## src/rtl/ps2_pkg.sv

```systemverilog
// Shared PS/2 definitions: transmitter FSM encoding, frame edge numbers and
// default cycle counts for a 50 MHz system clock.
package ps2_pkg;

    typedef enum logic [2:0] {
        StIdle,
        StInhibit,
        StRequest,
        StWaitStart,
        StSend,
        StWaitIdle,
        StFail
    } tx_state_e;

    localparam int unsigned DATA_BITS = 8;
    localparam int unsigned STOP_EDGE = 10;
    localparam int unsigned ACK_EDGE  = 11;

    localparam int unsigned DEF_INHIBIT_CYCLES       = 6000;
    localparam int unsigned DEF_START_TIMEOUT_CYCLES = 750000;
    localparam int unsigned DEF_XFER_TIMEOUT_CYCLES  = 100000;
    localparam int unsigned DEF_CNT_W                = 20;

    function automatic logic odd_parity(input logic [DATA_BITS-1:0] i_byte);
        return ~^i_byte;
    endfunction

endpackage

```

## src/rtl/ps2_sync_edge.sv

```systemverilog
// Two-flop synchronizer for the PS/2 clock and data pins plus a falling-edge
// detector on the synchronized clock; usable by both transmit and receive paths.
module ps2_sync_edge (
    input  logic i_clk,
    input  logic i_rst,
    input  logic i_ps2_clk,
    input  logic i_ps2_dat,
    output logic o_clk_sync,
    output logic o_dat_sync,
    output logic o_clk_fall
);

    logic [1:0] r_clk_ff;
    logic [1:0] r_dat_ff;
    logic       r_clk_prev;

    // Reset to the idle (released) line level so no edge is reported after reset.
    always_ff @(posedge i_clk) begin
        if (i_rst) begin
            r_clk_ff   <= 2'b11;
            r_dat_ff   <= 2'b11;
            r_clk_prev <= 1'b1;
        end else begin
            r_clk_ff   <= {r_clk_ff[0], i_ps2_clk};
            r_dat_ff   <= {r_dat_ff[0], i_ps2_dat};
            r_clk_prev <= r_clk_ff[1];
        end
    end

    assign o_clk_sync = r_clk_ff[1];
    assign o_dat_sync = r_dat_ff[1];
    assign o_clk_fall = r_clk_prev & ~r_clk_ff[1];

endmodule

```

## src/rtl/ps2_host_tx.sv

```systemverilog
// Host-to-device PS/2 command transmitter: inhibit, request-to-send, clocks out
// 8 data bits + odd parity + stop on device falling edges, then checks the ACK.
module ps2_host_tx
    import ps2_pkg::*;
#(
    parameter int unsigned INHIBIT_CYCLES       = DEF_INHIBIT_CYCLES,
    parameter int unsigned START_TIMEOUT_CYCLES = DEF_START_TIMEOUT_CYCLES,
    parameter int unsigned XFER_TIMEOUT_CYCLES  = DEF_XFER_TIMEOUT_CYCLES,
    parameter int unsigned CNT_W                = DEF_CNT_W
) (
    input  logic                 CLOCK_50,
    input  logic                 reset,
    input  logic                 send_command,
    input  logic [DATA_BITS-1:0] command_data,
    input  logic                 ps2_clk_in,
    input  logic                 ps2_dat_in,
    output logic                 ps2_clk_drive_low,
    output logic                 ps2_dat_drive_low,
    output logic                 busy,
    output logic                 command_done,
    output logic                 error
);

    // The FAIL state and the registered error pulse add two cycles, so both
    // timeouts compare two short of the budget to land the pulse on the count.
    localparam logic [CNT_W-1:0] INH_LAST   = CNT_W'(INHIBIT_CYCLES - 1);
    localparam logic [CNT_W-1:0] START_LAST = CNT_W'(START_TIMEOUT_CYCLES - 2);
    localparam logic [CNT_W-1:0] XFER_LAST  = CNT_W'(XFER_TIMEOUT_CYCLES - 2);
    localparam logic [CNT_W-1:0] TIMER_ONE  = CNT_W'(1);

    tx_state_e          r_state, w_state_nxt;
    logic [CNT_W-1:0]   r_timer, w_timer_nxt;
    logic [3:0]         r_edge_cnt, w_edge_nxt;
    logic [DATA_BITS:0] r_shift, w_shift_nxt;
    logic               r_clk_low, w_clk_low_nxt;
    logic               r_dat_low, w_dat_low_nxt;
    logic               r_busy, w_busy_nxt;
    logic               r_done, w_done_nxt;
    logic               r_error, w_error_nxt;

    logic w_clk_sync;
    logic w_dat_sync;
    logic w_clk_fall;

    ps2_sync_edge u_sync (
        .i_clk      (CLOCK_50),
        .i_rst      (reset),
        .i_ps2_clk  (ps2_clk_in),
        .i_ps2_dat  (ps2_dat_in),
        .o_clk_sync (w_clk_sync),
        .o_dat_sync (w_dat_sync),
        .o_clk_fall (w_clk_fall)
    );

    always_ff @(posedge CLOCK_50) begin
        if (reset) begin
            r_state    <= StIdle;
            r_timer    <= '0;
            r_edge_cnt <= '0;
            r_shift    <= '0;
            r_clk_low  <= 1'b0;
            r_dat_low  <= 1'b0;
            r_busy     <= 1'b0;
            r_done     <= 1'b0;
            r_error    <= 1'b0;
        end else begin
            r_state    <= w_state_nxt;
            r_timer    <= w_timer_nxt;
            r_edge_cnt <= w_edge_nxt;
            r_shift    <= w_shift_nxt;
            r_clk_low  <= w_clk_low_nxt;
            r_dat_low  <= w_dat_low_nxt;
            r_busy     <= w_busy_nxt;
            r_done     <= w_done_nxt;
            r_error    <= w_error_nxt;
        end
    end

    always_comb begin
        w_state_nxt   = r_state;
        w_timer_nxt   = r_timer + TIMER_ONE;
        w_edge_nxt    = r_edge_cnt;
        w_shift_nxt   = r_shift;
        w_dat_low_nxt = r_dat_low;
        w_done_nxt    = 1'b0;
        w_error_nxt   = 1'b0;

        unique case (r_state)
            StIdle: begin
                w_timer_nxt = '0;
                if (send_command) begin
                    w_state_nxt = StInhibit;
                    w_shift_nxt = {odd_parity(command_data), command_data};
                    w_edge_nxt  = '0;
                end
            end
            StInhibit: begin
                if (r_timer == INH_LAST) begin
                    w_state_nxt   = StRequest;
                    w_timer_nxt   = '0;
                    w_dat_low_nxt = 1'b1;
                end
            end
            StRequest: w_state_nxt = StWaitStart;
            StWaitStart: begin
                if (w_clk_fall) begin
                    w_state_nxt   = StSend;
                    w_timer_nxt   = '0;
                    w_edge_nxt    = 4'd1;
                    w_dat_low_nxt = ~r_shift[0];
                    w_shift_nxt   = r_shift >> 1;
                end else if (r_timer == START_LAST) begin
                    w_state_nxt = StFail;
                end
            end
            StSend: begin
                if (r_timer == XFER_LAST) begin
                    w_state_nxt = StFail;
                end else if (w_clk_fall) begin
                    w_edge_nxt = r_edge_cnt + 4'd1;
                    if (r_edge_cnt == 4'(ACK_EDGE - 1)) begin
                        w_state_nxt = w_dat_sync ? StFail : StWaitIdle;
                    end else if (r_edge_cnt == 4'(STOP_EDGE - 1)) begin
                        w_dat_low_nxt = 1'b0;
                    end else begin
                        w_dat_low_nxt = ~r_shift[0];
                        w_shift_nxt   = r_shift >> 1;
                    end
                end
            end
            StWaitIdle: begin
                if (r_timer == XFER_LAST) begin
                    w_state_nxt = StFail;
                end else if (w_clk_sync && w_dat_sync) begin
                    w_state_nxt = StIdle;
                    w_done_nxt  = 1'b1;
                end
            end
            StFail: begin
                w_state_nxt = StIdle;
                w_error_nxt = 1'b1;
            end
            default: w_state_nxt = StIdle;
        endcase

        // Line drives follow the state being entered so the outputs stay registered.
        w_clk_low_nxt = (w_state_nxt == StInhibit) || (w_state_nxt == StRequest);
        if (!((w_state_nxt == StRequest) || (w_state_nxt == StWaitStart) ||
              (w_state_nxt == StSend))) begin
            w_dat_low_nxt = 1'b0;
        end
        w_busy_nxt = (w_state_nxt != StIdle);
    end

    assign ps2_clk_drive_low = r_clk_low;
    assign ps2_dat_drive_low = r_dat_low;
    assign busy              = r_busy;
    assign command_done      = r_done;
    assign error             = r_error;

endmodule

```

## config.mk

```make
export PLATFORM = sky130hd
export DESIGN_NAME = ps2_host_tx
export DESIGN_NICKNAME = d
export VERILOG_FILES = /design/src/rtl/ps2_pkg.sv /design/src/rtl/ps2_sync_edge.sv /design/src/rtl/ps2_host_tx.sv
export SDC_FILE = /design/constraint.sdc
export NUM_CORES = 1
export LEC_CHECK = 0
export BUFFER_PORTS_ARGS = -buffer_cell sky130_fd_sc_hd__buf_4
export CAP_MARGIN = 10
export CORE_UTILIZATION = 59
export CTS_CLUSTER_DIAMETER = 200
export CTS_CLUSTER_SIZE = 25
export DETAILED_ROUTE_END_ITERATION = 8
export PLACE_DENSITY = 0.8
export SLEW_MARGIN = 20
export SYNTH_ARGS = -nofsm -noshare
export SYNTH_HDL_FRONTEND = slang
export SYNTH_SLANG_ARGS = --single-unit
```

## constraint.sdc

```tcl
create_clock -name CLOCK_50 -period 2.7 [get_ports CLOCK_50]
set_input_delay 0.27 -clock CLOCK_50 [delete_from_list [all_inputs] [get_ports CLOCK_50]]
set_output_delay 0.27 -clock CLOCK_50 [all_outputs]
set_load 0.05 [all_outputs]
```

Word-level counts from Yosys, hierarchy flattened
Cells that the tools add are included.

cells by class
  $add $sub $neg = 2
  multiply operators = 0
  divide/modulo/power cells = 0
  $lt $le $gt $ge = 0
  equality and inequality tests = 22
  shift-type cells = 0
  multiplexer cells = 35
  bitwise gates (word level) = 5
  reduce and logical (&&, ||, !) cells = 14

operators by type and width
  operator               count
  $pmux 20 s3            1
  $mux 9                 6
  $mux 20                2
  $mux 3                 9
  $pmux 9 s3             1
  $add 20x1->20 const B  1
  $eq 20x13->1 const B   1
  $eq 20x17->1 const B   1
  $eq 20x20->1 const B   1
  $pmux 3 s6             1
  $mux 4                 4
  $eq 3x2->1 const B     4
  $eq 3x3->1 const B     4
  $pmux 4 s3             1
  $ne 2x2->1 const B     5
  $reduce_bool 3->1      3
  $eq 4x4->1 const B     2
  $mux 1                 8
  $reduce_xnor 8->1      1
  $reduce_and 7->1       1
  $eq 3x1->1 const B     2
  $reduce_and 6->1       1
  $reduce_and 5->1       1
  $add 4x1->4 const B    1
  10 further kinds       16

word-level totals
  register bits after elaboration = 46
  latch bits = 0
  memory bits (writable) = 0
  ROM bits = 0
  input port bits = 13
  logic and storage cells = 90
  memories kept = 0

Logic depth before layout (Yosys ltp)
Gate-level depths: netlist (run 1).

  depth in word-level cells = 10
  gate-level depth with buffers = 8
  depth with buffers taken out = 7

Cells and area by module
From an unflattened synthesis (run 1), not the netlist that was laid out.

second synthesis, totals
  cell total of the unflattened synthesis = 265
  area total of the unflattened synthesis = 2387.3 um^2

modules (own cells, without submodules)
  module         instances  cells each  area each (um^2)
  ps2_host_tx    1          254         2249.7
  ps2_sync_edge  1          11          137.6

Least setup slack after synthesis (run 1)
Ideal clock, no wire load.

  kind = register to register
  from = register r_timer[8]
  to = register r_clk_low (netlist: ps2_clk_drive_low)
  arrival = 1.769 ns
  setup slack = 0.831 ns
  cell stages (with the launch flop) = 7
  buffers on the path = 0
  clock period less this slack = 1.869 ns
  cell sequence = dfxtp_1 or3b_4 nor4_4 nand2_2 o221a_4 and2_4 a2111oi_4

on the way
  cells in the longest elaborated chain, start to end = 6
  elaborated cells between the ends (all ways) = 12
  classes of those cells = 5 x eq/ne; 6 x mux; 1 x reduce/logical

ends and longest elaborated chain
  element                                   line                text
  start: declaration                        ps2_host_tx.sv:32   logic [CNT_W-1:0] r_timer, w_timer_nxt;
  start signal: assignment                  ps2_host_tx.sv:68   r_timer <= w_timer_nxt;
  $eq 20x20->1                              ps2_host_tx.sv:112  end else if (r_timer == START_LAST) begin
  $mux 3                                    ps2_host_tx.sv:112
  $mux 3                                    ps2_host_tx.sv:106  if (w_clk_fall) begin
  $pmux 3 s6 (*)                            ps2_host_tx.sv:88   unique case (r_state)
  $eq 3x1->1 or $eq 3x2->1 (tied branches)  ps2_host_tx.sv:147  w_clk_low_nxt = (w_state_nxt == StInhibit) || (w_state_nxt == StRequest);
  $logic_or 1x1->1 (*)                      ps2_host_tx.sv:147
  end signal: assignment                    ps2_host_tx.sv:71   r_clk_low <= w_clk_low_nxt;
  end: declaration                          ps2_host_tx.sv:35   logic r_clk_low, w_clk_low_nxt;

Every way passes the cells marked *; elsewhere a longest branch is shown, timed or not.
A chain may end at the register's enable or synchronous reset.

Worst setup path after layout (run 1)
  from = register r_state[1]
  to = register r_edge_cnt[3]

on the way
  cells in the longest elaborated chain, start to end = 3
  elaborated cells between the ends (all ways) = 10
  classes of those cells = 6 x eq/ne; 1 x mux; 3 x reduce/logical

ends and longest elaborated chain
  element                                             line               text
  start: declaration                                  ps2_host_tx.sv:31  tx_state_e r_state, w_state_nxt;
  start signal: assignment                            ps2_host_tx.sv:57  r_state <= StIdle;
  start signal: assignment                            ps2_host_tx.sv:67  r_state <= w_state_nxt;
  $eq 3x2->1, or another cell as far along            ps2_host_tx.sv:88
  $ne 2x1->1 (no line), or another cell as far along  n/a
  $reduce_and 5->1 (no line)                          n/a
  end signal: assignment                              ps2_host_tx.sv:69  r_edge_cnt <= w_edge_nxt;
  end: declaration                                    ps2_host_tx.sv:33  logic [3:0] r_edge_cnt, w_edge_nxt;

Parallel ways exist; a longest one is shown, timed or not.

==> impl_metrics.yaml, run 1 <==
run_status:
  status: "finished, final reports clean"
cts:
  cts_tree: "yes"
  cts_made_buffers: 5
  cts_resized: 0
  clk_latency_ns: 0.30
  cts_buffer_depth: 2
  cts_root_buffer: "clkbuf_8"
  post-cts-setup-buffers: 0
  cts_htree_levels: 2
  clk_pin_slew_ns: 0.08
  cts.sinks: 46
  cts_hold_buf: 0
yosys:
  synth_edf_count: 0
  synthDistinctLibCells: 61
  syn_avg_cell_area_um2: 8.71
  synth_fp_nets: 295
  synth_flop_cell: "dfxtp_1"
  ys_seq_area_share_pct: 38.2
  yosysWarningCount: 0
  syn_area_mm2: 0.00241
  synthCells: 277
  synth-seq-cells: 46
  synth-async-reset-ratio_pct: 0
place:
  dpl.hpwl_mm: 3.43
  dp_slack_ns: 0.576
  dp_cells: 331
  gp_congestion: 0.906
  numPortBuffers: 17
  placed_area_mm2: 0.00255
routing:
  vias: 1947
  first_pass_iters: 4
  ant_nets: 0
  viasPerCell: 5.74
  drtIter0Drc: 113
  wl_per_cell_um: 13.8
  wl_mm: 4.68
  drc: 0
worst_hold_path:
  hold_depth: 2
  holdCritPathClass: "primary input to register"
timing:
  finalHoldViolCount: 0
  worst_pin_slew_ns: 0.618
  slew_violations: 0
  slew_headroom_pct: 58.8
  setup_slack_ns: 0.562
  fmax_ghz: 0.468
  fin_crit_sh_pct: 79.2
  finClkSkew_ns: 0.00523
  rsz0062_at_grt: "no"
  min_period_ns: 2.14
  whs_ns: 0.155
  tns_ns: 0
  finalSetupViolations: 0
pwr:
  p_leak_nw: 0.951
  p_per_area_mw_per_mm2: 478
  ir_worst_vdd_uv: 433
finish:
  nets: 308
  nFillCells: 322
  drive_gt1_share_pct: 16.8
  antennaDiodeCount: 0
  layout.cells.non_filler: 339
  synthToLayoutAreaGrowth_pct: 9.44
  final_cell_area_mm2: 0.00264
worst_setup_path:
  cp_max_fo: 17
  startpoint_type: "register"
  cp-end-kind: "register"
  worstPathArrival_ns: 2.37
  worstRegToRegCells: 6
  worstSetupPathType: "register to register"
  cp.required_ns: 2.93
  slowest_stage: "dfxtp_1"
  cpPeakStageDelay_ns: 0.53
  crit_top_cell: "a21oi_1"
  critical_path.cell_chain: "or3b_2 -> a21oi_1 -> a31oi_1 -> nand2_1 -> or4_1 -> a21oi_1"
floorplan:
  die_w_um: 65.9
  dieArea_mm2: 0.00435
  rows: 22
  core-area_mm2: 0.00380
  start_util_pct: 63.5
  die_y_um: 65.9
  ios: 18
global_routing:
  grt_max_degree: 28
  grt_use_total_pct: 24.5
  antenna_found_initial: 0
  grt_pass1_wl_mm: 8.14
  gr-total-overflow: 0
  grt_pass1_vias: 1840
run:
  drv_cap: 0
[sequential cells by signal, summed over array words and instances (netlist names), 2 cells and up]
register         flops
r_edge_cnt           4
r_shift              9
r_state              3
r_timer             20
u_sync.r_clk_ff      2
u_sync.r_dat_ff      2
[cells in the mapped netlist (4+ instances only)]
master,number,area (um2)
nand3_1,19,95.1
o21ai_0,6,30.0
clkbuf_1,8,30.0
inv_1,5,18.8
a21oi_1,7,35.0
and2_1,4,25.0
nand4_1,5,31.3
or2_2,5,31.3
dfxtp_1,46,921
a311oi_1,8,70.1
ha_1,5,62.6
xnor2_1,13,114
nor3_1,5,25.0
xor2_1,12,105
nand2_1,24,90.1
nand3b_1,4,30.0
nor2_1,43,161
[cell families (layout without fill, tap and decap cells)]
family                     Yosys count  count (layout)  share of synthesized area (%)
and+or+nand+nor                    144             144                           33.3
buffers and inverters               18              32                           3.53
AOI/OAI and AO/OA                   37              37                           12.5
adders and majority gates            5               5                           2.59
DFF                                 46              46                           38.2
xor gates and xnor gates            25              25                           9.08
muxes                                2               2                          0.830
[final timing paths]
kind,startpoint,endpoint,slack (ns)
max reg2reg,r_state[1],r_edge_cnt[3],0.56
max,r_state[1],r_edge_cnt[3],0.56
min reg2reg,u_sync.r_dat_ff[0],u_sync.r_dat_ff[1],0.42
min,ps2_dat_in,u_sync.r_dat_ff[0],0.16
[critical path: cells and delay by family (launching register included)]
family	cells	cell delay [ns]
AOI/OAI and AO/OA	3	0.47
DFF	1	0.53
and+or+nand+nor	3	1.06
[layout make-up]
cell class / instances / area [um2] / share of cell area, %
timing repair buffer: 19 / 143 / 5.40
clock inverter: 1 / 5.00 / 0.190
sequential: 46 / 921 / 34.9
tap: 48 / 60.1 / 2.27
inverter: 5 / 18.8 / 0.711
multi-input combinational: 213 / 1410 / 53.3
clock buffer: 7 / 86.3 / 3.27
[cell usage in the layout, fill, tap and decap left out, drive strengths merged, types with 4 or more instances in the layout]
| cell | count |
|---|---|
| dfxtp | 46 |
| nor2 | 43 |
| nand2 | 25 |
| nand3 | 19 |
| buf | 19 |
| xnor2 | 13 |
| xor2 | 12 |
| a311oi | 8 |
| a21oi | 7 |
| clkbuf | 7 |
| o21ai | 6 |
| and2 | 6 |
| inv | 5 |
| nor3 | 5 |
| or2 | 5 |
| nand4 | 5 |
| ha | 5 |
| nand3b | 4 |
[power breakdown]
| group | internal (mW) | switching (mW) | total (mW) |
|---|---|---|---|
| clock network | 0.206 | 0.213 | 0.420 |
| logic | 0.0575 | 0.0702 | 0.128 |
| registers | 0.700 | 0.0143 | 0.715 |
[per-stage QoR]
stage               total power, mW  util [%]
floorplan                     0.825         -
global placement              0.855      67.1
detailed placement            0.858      67.1
CTS                            1.28      69.5
global route                   1.32      69.5
finish                         1.26      69.5
[routing by layer]
layer  part of all wire [%]  track usage [%]  vias up
li1                       -                -     1007
met1                     51             32.8      900
met2                     45             36.7       38
met3                    3.7             6.03        2
met4                   0.53             11.4        0
met5                      0                0        -
Power figures use the tool's default switching activity.
==> run 2: changes to the inputs <==
--- a/config.mk
+++ b/config.mk
@@ -7,11 +7,11 @@
 export LEC_CHECK = 0
 export BUFFER_PORTS_ARGS = -buffer_cell sky130_fd_sc_hd__buf_4
 export CAP_MARGIN = 10
-export CORE_UTILIZATION = 59
+export CORE_UTILIZATION = 54
 export CTS_CLUSTER_DIAMETER = 200
 export CTS_CLUSTER_SIZE = 25
 export DETAILED_ROUTE_END_ITERATION = 8
-export PLACE_DENSITY = 0.8
+export PLACE_DENSITY = 0.78
 export SLEW_MARGIN = 20
 export SYNTH_ARGS = -nofsm -noshare
 export SYNTH_HDL_FRONTEND = slang
==> constraint.sdc (replaced) <==
create_clock -name CLOCK_50 -period 1.8 [get_ports CLOCK_50]
set_input_delay 0.18 -clock CLOCK_50 [delete_from_list [all_inputs] [get_ports CLOCK_50]]
set_output_delay 0.18 -clock CLOCK_50 [all_outputs]
set_load 0.05 [all_outputs]
==> impl_metrics.yaml, run 2 (synthesis gave the netlist of run 1 again) <==
run_status:
  status: "complete, but fails checks"
  violations: "setup timing"
timing:
  finClkSkew_ns: 0.00861
  slew_headroom_pct: 62.1
  setup_slack_ns: -0.275
  finalHoldViolCount: 0
  min_period_ns: 2.08
  slew_violations: 0
  finalSetupViolations: 31
  rsz0062_at_grt: "yes"
  fin_crit_sh_pct: 115
  fmax_ghz: 0.482
  worst_pin_slew_ns: 0.565
  tns_ns: -2.57
cts:
  cts_tree: "yes"
  clk_latency_ns: 0.30
  clk_pin_slew_ns: 0.09
  cts_root_buffer: "clkbuf_8"
  cts_made_buffers: 5
  cts_buffer_depth: 2
  cts_htree_levels: 2
  cts.sinks: 46
routing:
  vias: 2663
  ant_nets: 0
  drc: 0
  wl_per_cell_um: 20.8
  wl_mm: 8.50
  first_pass_iters: 5
  drtIter0Drc: 361
  viasPerCell: 6.51
floorplan:
  dieArea_mm2: 0.00474
  rows: 23
  start_util_pct: 58.2
  core-area_mm2: 0.00414
  die_w_um: 68.8
  die_y_um: 68.8
  ios: 18
pwr:
  p_int_mw: 1.51
  ir_worst_vdd_uv: 631
  p_per_area_mw_per_mm2: 578
  switching_share_pct: 26.7
  pwr-share-clk_pct: 32.4
  total_power_mw: 2.06
  p_leak_nw: 1.39
  combPwrFrac_pct: 15.4
  sequentialPowerShare_pct: 52.2
  p_sw_uw: 549
finish:
  reg_top3: "r_timer (20), r_shift (9), r_edge_cnt (4)"
  layout_commonest_cell: "buf_4"
  drive_gt1_share_pct: 49.0
  synthToLayoutAreaGrowth_pct: 47.6
  antennaDiodeCount: 0
  regMostFlops: "r_timer"
  nets: 376
  largest_register_ffs: 20
  final_cell_mix: "78 x buf_4, 35 x nor2_1, 29 x dfxtp_1"
worst_setup_path:
  worstSetupStartpoint: "r_timer[5]"
  startpoint_type: "register"
  cp_max_fo: 4
  cp-end-kind: "register"
  worstSetupPathType: "register to register"
  worstPathArrival_ns: 2.27
  cp.required_ns: 2.00
  r2r_start: "r_timer[5]"
place:
  gp_congestion: 0.866
  numPortBuffers: 17
  dpl.hpwl_mm: 4.28
  dp_slack_ns: -0.185
worst_hold_path:
  holdCritPathClass: "primary input to register"
  min-delay-start: "ps2_clk_in"
global_routing:
  gr-total-overflow: 0
  grt_pass1_wl_mm: 10.5
  grt_pass1_vias: 2134
  grt_max_degree: 28
  antenna_found_initial: 0
  grt_use_total_pct: 30.6
run:
  drv_cap: 0
[run 2: cell count changes in the layout (fill, tap and decap cells not counted), sizes merged]
cell      delta
clkbuf       +1
clkinvlp     +1
buf         +64
a21boi       +2
[run 2: what timing repair did]
action,in CTS,in global routing
gates resized for setup,33,52
setup endpoints to repair,17,37
cloned,1,4
endpoints found under the hold margin,0,0
hold buffers,0,0
pin swaps,14,28
setup buffers,4,7
[run 2: path summary, 6_finish.rpt]
path / end / slack, ns / cells past startpoint
worst max register to register: r_timer[14] / -0.28 / 7
worst max-delay path: r_timer[14] / -0.28 / 7
worst min register to register: u_sync.r_dat_ff[1] / 0.41 / 1
worst min-delay path: u_sync.r_clk_ff[0] / 0.06 / 2
[run 2: power by group through the flow]
| stage | registers [mW] | logic (mW) | clock network [mW] |
|---|---|---|---|
| final | 1.07 | 0.316 | 0.667 |
| after global routing | 1.08 | 0.331 | 0.719 |
| after detailed placement | 1.09 | 0.223 | 0 |
| after floorplan | 1.10 | 0.133 | 0 |
| after global placement | 1.09 | 0.218 | 0 |
| after CTS | 1.07 | 0.242 | 0.674 |
[run 2: layout make-up]
type,count,area (um2)
clock inverter,2,12.5
timing repair buffer,85,701
tap,50,62.6
inverter,5,18.8
multi-input combinational,215,1730
sequential,46,950
clock buffer,6,82.6
fill,192,584
[run 2: critical path, stage by stage (launching register included)]
cell     delay, ns
dfxtp_1       0.53
buf_4         0.21
and2_1        0.18
nand4_1       0.18
nor2_1        0.35
nand3_1       0.17
xor2_1        0.28
nor2_4        0.06
[run 2: routing by layer]
metal  global-route usage (%)  routed length (um)  vias to the layer above
li1                         -                   -                     1138
met1                     39.8                3250                     1255
met2                     50.0                3980                      212
met3                     7.07                 808                       58
met4                     9.44                 465                        0
met5                        0                   0                        -
[run 2: stage by stage]
stage	util [%]	area, um2	hold slack, ns	cells
global route	85.9	3560	0.0423	409
global placement	71.9	2980	0.365	387
detailed placement	71.9	2980	0.370	387
CTS	78.2	3240	0.0514	399
floorplan	-	2420	0.284	277
finish	85.9	3560	0.0618	409
